<file path="src/rtl/lgn_pkg.sv">
// Shared types and sizes for the LGN SRAM feeder.
//   feeder_state_t : replay FSM states
//   SRAM_ADDR_W    : address width of the 512x8 SRAM macro
//   SRAM_DEPTH     : word count of the SRAM macro
package lgn_pkg;

    localparam int unsigned SRAM_ADDR_W = 9;
    localparam int unsigned SRAM_DEPTH  = 512;
    localparam int unsigned BYTE_W      = 8;
    localparam int unsigned GAP_W       = 4;

    typedef enum logic [2:0] {
        IDLE,
        READ,
        CAPT,
        EMIT,
        GAP
    } feeder_state_t;

endpackage

</file>
<file path="src/rtl/lgn_sram_feeder.sv">
// Replays a byte vector stored in a 512x8 SRAM into the LGN byte-load port.
// Ports:
//   clk, rst_n            clock, synchronous active-low reset
//   start, abort          transfer request / cancel
//   base_addr, length     first SRAM address and byte count, latched on start
//   sram_cen/gwen/wen/a   SRAM read interface (write controls tied inactive)
//   sram_q                SRAM read data, valid the cycle after cen low
//   lgn_we, lgn_data      one-cycle byte strobe and held byte to LGN
//   busy, done            transfer in progress / one-cycle completion pulse
module lgn_sram_feeder
    import lgn_pkg::*;
#(
    parameter int unsigned ADDR_W     = SRAM_ADDR_W,
    parameter int unsigned LEN_W      = 10,
    parameter int unsigned GAP_CYCLES = 1
) (
    input  logic              clk,
    input  logic              rst_n,
    input  logic              start,
    input  logic              abort,
    input  logic [ADDR_W-1:0] base_addr,
    input  logic [LEN_W-1:0]  length,
    output logic              sram_cen,
    output logic              sram_gwen,
    output logic [BYTE_W-1:0] sram_wen,
    output logic [ADDR_W-1:0] sram_a,
    input  logic [BYTE_W-1:0] sram_q,
    output logic              lgn_we,
    output logic [BYTE_W-1:0] lgn_data,
    output logic              busy,
    output logic              done
);

    // Gap counter counts down from GAP_CYCLES-1 to 0 while in GAP.
    localparam logic [GAP_W-1:0] GAP_LOAD =
        GAP_W'((GAP_CYCLES == 0) ? 0 : GAP_CYCLES - 1);

    feeder_state_t     state,     state_d;
    logic [ADDR_W-1:0] cur_addr,  cur_addr_d;
    logic [LEN_W-1:0]  remaining, remaining_d;
    logic [GAP_W-1:0]  gap_cnt,   gap_cnt_d;

    logic              sram_cen_d;
    logic [ADDR_W-1:0] sram_a_d;
    logic              lgn_we_d;
    logic [BYTE_W-1:0] lgn_data_d;
    logic              busy_d;
    logic              done_d;

    // The feeder never writes the SRAM.
    assign sram_gwen = 1'b1;
    assign sram_wen  = {BYTE_W{1'b1}};

    // State and registered outputs.
    always_ff @(posedge clk) begin
        if (!rst_n) begin
            state     <= IDLE;
            cur_addr  <= '0;
            remaining <= '0;
            gap_cnt   <= '0;
            sram_cen  <= 1'b1;
            sram_a    <= '0;
            lgn_we    <= 1'b0;
            lgn_data  <= '0;
            busy      <= 1'b0;
            done      <= 1'b0;
        end else begin
            state     <= state_d;
            cur_addr  <= cur_addr_d;
            remaining <= remaining_d;
            gap_cnt   <= gap_cnt_d;
            sram_cen  <= sram_cen_d;
            sram_a    <= sram_a_d;
            lgn_we    <= lgn_we_d;
            lgn_data  <= lgn_data_d;
            busy      <= busy_d;
            done      <= done_d;
        end
    end

    // Next state, counters, and next values of the registered outputs.
    always_comb begin
        state_d     = state;
        cur_addr_d  = cur_addr;
        remaining_d = remaining;
        gap_cnt_d   = gap_cnt;
        done_d      = 1'b0;

        case (state)
            IDLE: begin
                // start beats a simultaneous abort here.
                if (start) begin
                    if (length != '0) begin
                        state_d     = READ;
                        cur_addr_d  = base_addr;
                        remaining_d = length;
                    end else begin
                        done_d = 1'b1;
                    end
                end
            end
            READ: state_d = CAPT;
            CAPT: state_d = EMIT;
            EMIT: begin
                cur_addr_d  = cur_addr + ADDR_W'(1);
                remaining_d = remaining - LEN_W'(1);
                if (remaining == LEN_W'(1)) begin
                    state_d = IDLE;
                    done_d  = 1'b1;
                end else if (GAP_CYCLES == 0) begin
                    state_d = READ;
                end else begin
                    state_d   = GAP;
                    gap_cnt_d = GAP_LOAD;
                end
            end
            GAP: begin
                if (gap_cnt == '0) begin
                    state_d = READ;
                end else begin
                    gap_cnt_d = gap_cnt - GAP_W'(1);
                end
            end
            default: state_d = IDLE;
        endcase

        // Abort drops straight to IDLE without a done pulse; an EMIT strobe
        // already on the port this cycle is unaffected.
        if (abort && (state != IDLE)) begin
            state_d = IDLE;
            done_d  = 1'b0;
        end

        busy_d     = (state_d != IDLE);
        sram_cen_d = (state_d != READ);
        sram_a_d   = (state_d == READ) ? cur_addr_d : sram_a;
        lgn_we_d   = (state_d == EMIT);
        // Data captured from the SRAM only on the CAPT -> EMIT step.
        lgn_data_d = ((state == CAPT) && (state_d == EMIT)) ? sram_q : lgn_data;
    end

endmodule

</file>
<file path="config.mk">
export PLATFORM = sky130hd
export DESIGN_NAME = lgn_sram_feeder
export DESIGN_NICKNAME = d
export VERILOG_FILES = /design/src/rtl/lgn_pkg.sv /design/src/rtl/lgn_sram_feeder.sv
export SDC_FILE = /design/constraint.sdc
export NUM_CORES = 1
export LEC_CHECK = 0
export ABC_AREA = 1
export CAP_MARGIN = 40
export CORE_MARGIN = 4
export CORE_UTILIZATION = 45
export DETAILED_ROUTE_END_ITERATION = 6
export PLACE_DENSITY_LB_ADDON = 0.12
export SKIP_LAST_GASP = 1
export SYNTH_ARGS = -nofsm -noshare
export SYNTH_HDL_FRONTEND = slang
export SYNTH_SLANG_ARGS = --single-unit
</file>
<file path="constraint.sdc">
create_clock -name clk -period 1.39 [get_ports clk]
set_input_delay 0.278 -clock clk [delete_from_list [all_inputs] [get_ports clk]]
set_output_delay 0.278 -clock clk [all_outputs]
set_load 0.02 [all_outputs]
</file>
==> reports/summary.txt <==
PD cells - 880 mW/mm²
Syn Inst Count - 412
Routed Antenna Nets - 0
Synth warnings - 0
status - complete, but fails checks
#FFs+latches synth - 47
number of flops mapped to enable cells by yosys - 0
Setup crit start kind - register
initial antenna violation count - 0
Synth Cell Area - 0.00266 mm²
H-tree level count - 2
Clock Tree Root - clkbuf_8
Top Ports - 61
Switching Share - 0.327
GP Congestion - 0.887
hpwl dp - 5.22 mm
Starting Density - 0.474
syn_area_per_cell - 6.46 µm²
Filler Cells Inserted - 473
first-pass GRT wire length - 12.3 mm
Peak VDD IR - 0.625 mV
via count - 2990
net switching power - 1150 µW
Die Wd - 84.9 µm
Top FF cell, synth - dfxtp_1
failing checks - setup timing
Crit Path Class - reg -> reg
Reg power frac - 0.432
clock power share - 0.259
1st-iter DRT viols - 201
Post-Place Cell Area - 0.00358 mm²
final-report setup violation count - 9
Setup TNS - -0.185 ns
post-DR vias/cell - 5.05
CP Cell Sequence - nor2_4 -> nand2_4 -> nor2_8 -> nand2_4 -> buf_6 -> nand2_8 -> nand3_4 -> nor2_2 -> nor2_1
CTS tree - built
synth-to-layout area growth - 50.4%
Max Transition Viols Final - 0
clk slew on worst S/H paths - 0.09 ns
vias in the first global route - 2721
slowest stage delay, CP - 0.37 ns
routed wire length per instance - 13.2 µm
Port Buffers - 51
Pre-antenna DRT Iters - 6
Congestion Overflow GR - 0
Routed WL - 7.80 mm
cts hold-fix bufs - 0
commonest non-fill, non-tap cell in the layout - nand2_1
maximum clock rate - 701 MHz
Chip Height - 84.9 µm
hold crit path type - in -> reg
Clock Latency Late Sink - 0.30 ns
final net count - 554
Final Skew - 0.00712 ns
Critical Path AT - 1.63 ns
max-cap check violation count - 0
ys async rst share - 0
Pint - 2370 µW
CP dominant cell by count - nand2_4
DRC Markers - 0
most frequent cells in the layout - 77 x nand2_1, 50 x inv_1, 49 x nor2_1
CTS Sinks - 47
worst slack at placement - -0.557 ns
largest net degree at the start of global routing - 25
required time of the critical path - 1.60 ns
CORE AREA - 0.00561 mm²
Design Area, Final - 0.00400 mm²
Combinational Power Share - 0.309
RSZ-0062 raised after global routing - yes
fin worst setup slack - -0.0372 ns
Slowest cell on crit path - dfxtp_4
worst-path fanout max - 5
Netlist cell types - 31
num rows - 27
Ant. Diodes - 0
Max clock buf depth - 2
fin crit period - 1.43 ns
CTS Buf Count - 5
layout cells sized above 1 - 0.269
Overall Power - 3520 µW
DIE AREA - 0.00721 mm²
Fin. Hold Viols - 0
Total Routing Usage GR - 0.207
Leak - 0.00198 µW
Final Cycle Share - 1.03
sequential fraction of the synthesis area - 0.354
Worst setup EP type - register
layout make-up:
type	count	area [µm²]	share of cell area
clock buffers	8	100	0.0250
inverters	58	224	0.0560
multi-input cells	299	1680	0.419
flip-flops and latches	47	955	0.239
well taps	72	90.1	0.0225
repair buffers	108	957	0.239
worst max-delay path: cells and delay by family (launching register included):
| family | cells | cell delay (ns) |
|---|---|---|
| DFF | 1 | 0.37 |
| and+or+nand+nor | 8 | 0.84 |
| buffers and inverters | 1 | 0.12 |
synth_stat cells (4+ instances only):
cell type  number  area share
nand3_1        53        0.10
clkbuf_1        4      0.0056
o21ai_0        25       0.047
dfxtp_1        47        0.35
inv_1          57       0.080
nand2_1        87        0.12
ha_1            4       0.019
nand4_1         4      0.0094
buf_4          11       0.031
a21oi_1        19       0.036
nor2_1         68       0.096
cells by family (layout without fill, tap and decap cells):
kind of cell	count (synthesis)	in the layout	synth area share
compound gates	56	56	0.113
xor+xnor	3	3	0.00988
fa+ha+maj	4	4	0.0188
buf+inv	77	174	0.128
flops	47	47	0.354
other cells	1	9	0.00141
simple gates	224	227	0.374
per-layer routing:
metal  vias up  GRT usage  share of wire
met4         0     0.0518          0.017
met1      1368      0.258           0.42
met5         -          0              0
met2        95      0.364           0.50
met3        16     0.0427          0.065
li1       1511          -              -
flip-flops by register name, indices dropped and copies added (netlist names):
signal     count
busy           1
cur_addr       9
done           1
gap_cnt        4
lgn_data       8
lgn_we         1
remaining     10
sram_a         9
sram_cen       1
state          3
worst paths after layout:
kind / from / endpoint / slack [ns] / cells after the start
worst max-delay path: state[1]$_SDFF_PN0_ / sram_a[3]$_SDFFE_PN0N_ / -0.04 / 9
worst min-delay path: length[6] / remaining[6]$_SDFFE_PN0P_ / 0.42 / 3
worst max register to register: state[1]$_SDFF_PN0_ / sram_a[3]$_SDFFE_PN0N_ / -0.04 / 9
worst min register to register: lgn_data[4]$_SDFFE_PN0P_ / lgn_data[4]$_SDFFE_PN0P_ / 0.48 / 2
through the flow:
stage	cells	hold slack (ns)	utilization
2_1_floorplan	420	0.413	-
3_3_place_gp	576	0.464	0.639
3_5_place_dp	576	0.472	0.639
4_1_cts	589	0.421	0.676
5_1_grt	592	0.423	0.714
6_report	592	0.418	0.714
timing repair:
item,4_1_cts,5_1_grt
resized for setup,61,59
gates cloned,3,0
setup buffers,2,3
endpoints found under the hold margin,0,0
setup endpoints to repair,58,41
pin swaps,12,12
power by group through the flow:
| stage | Sequential [µW] | Combinational (µW) | Clock [µW] |
|---|---|---|---|
| 6_report | 1520 | 1090 | 911 |
| 5_1_grt | 1530 | 1200 | 983 |
| 4_1_cts | 1520 | 992 | 937 |
| 3_5_place_dp | 1550 | 959 | 0 |
| 3_3_place_gp | 1540 | 943 | 0 |
| 2_1_floorplan | 1600 | 502 | 0 |
(Power assumes the default switching activity.)
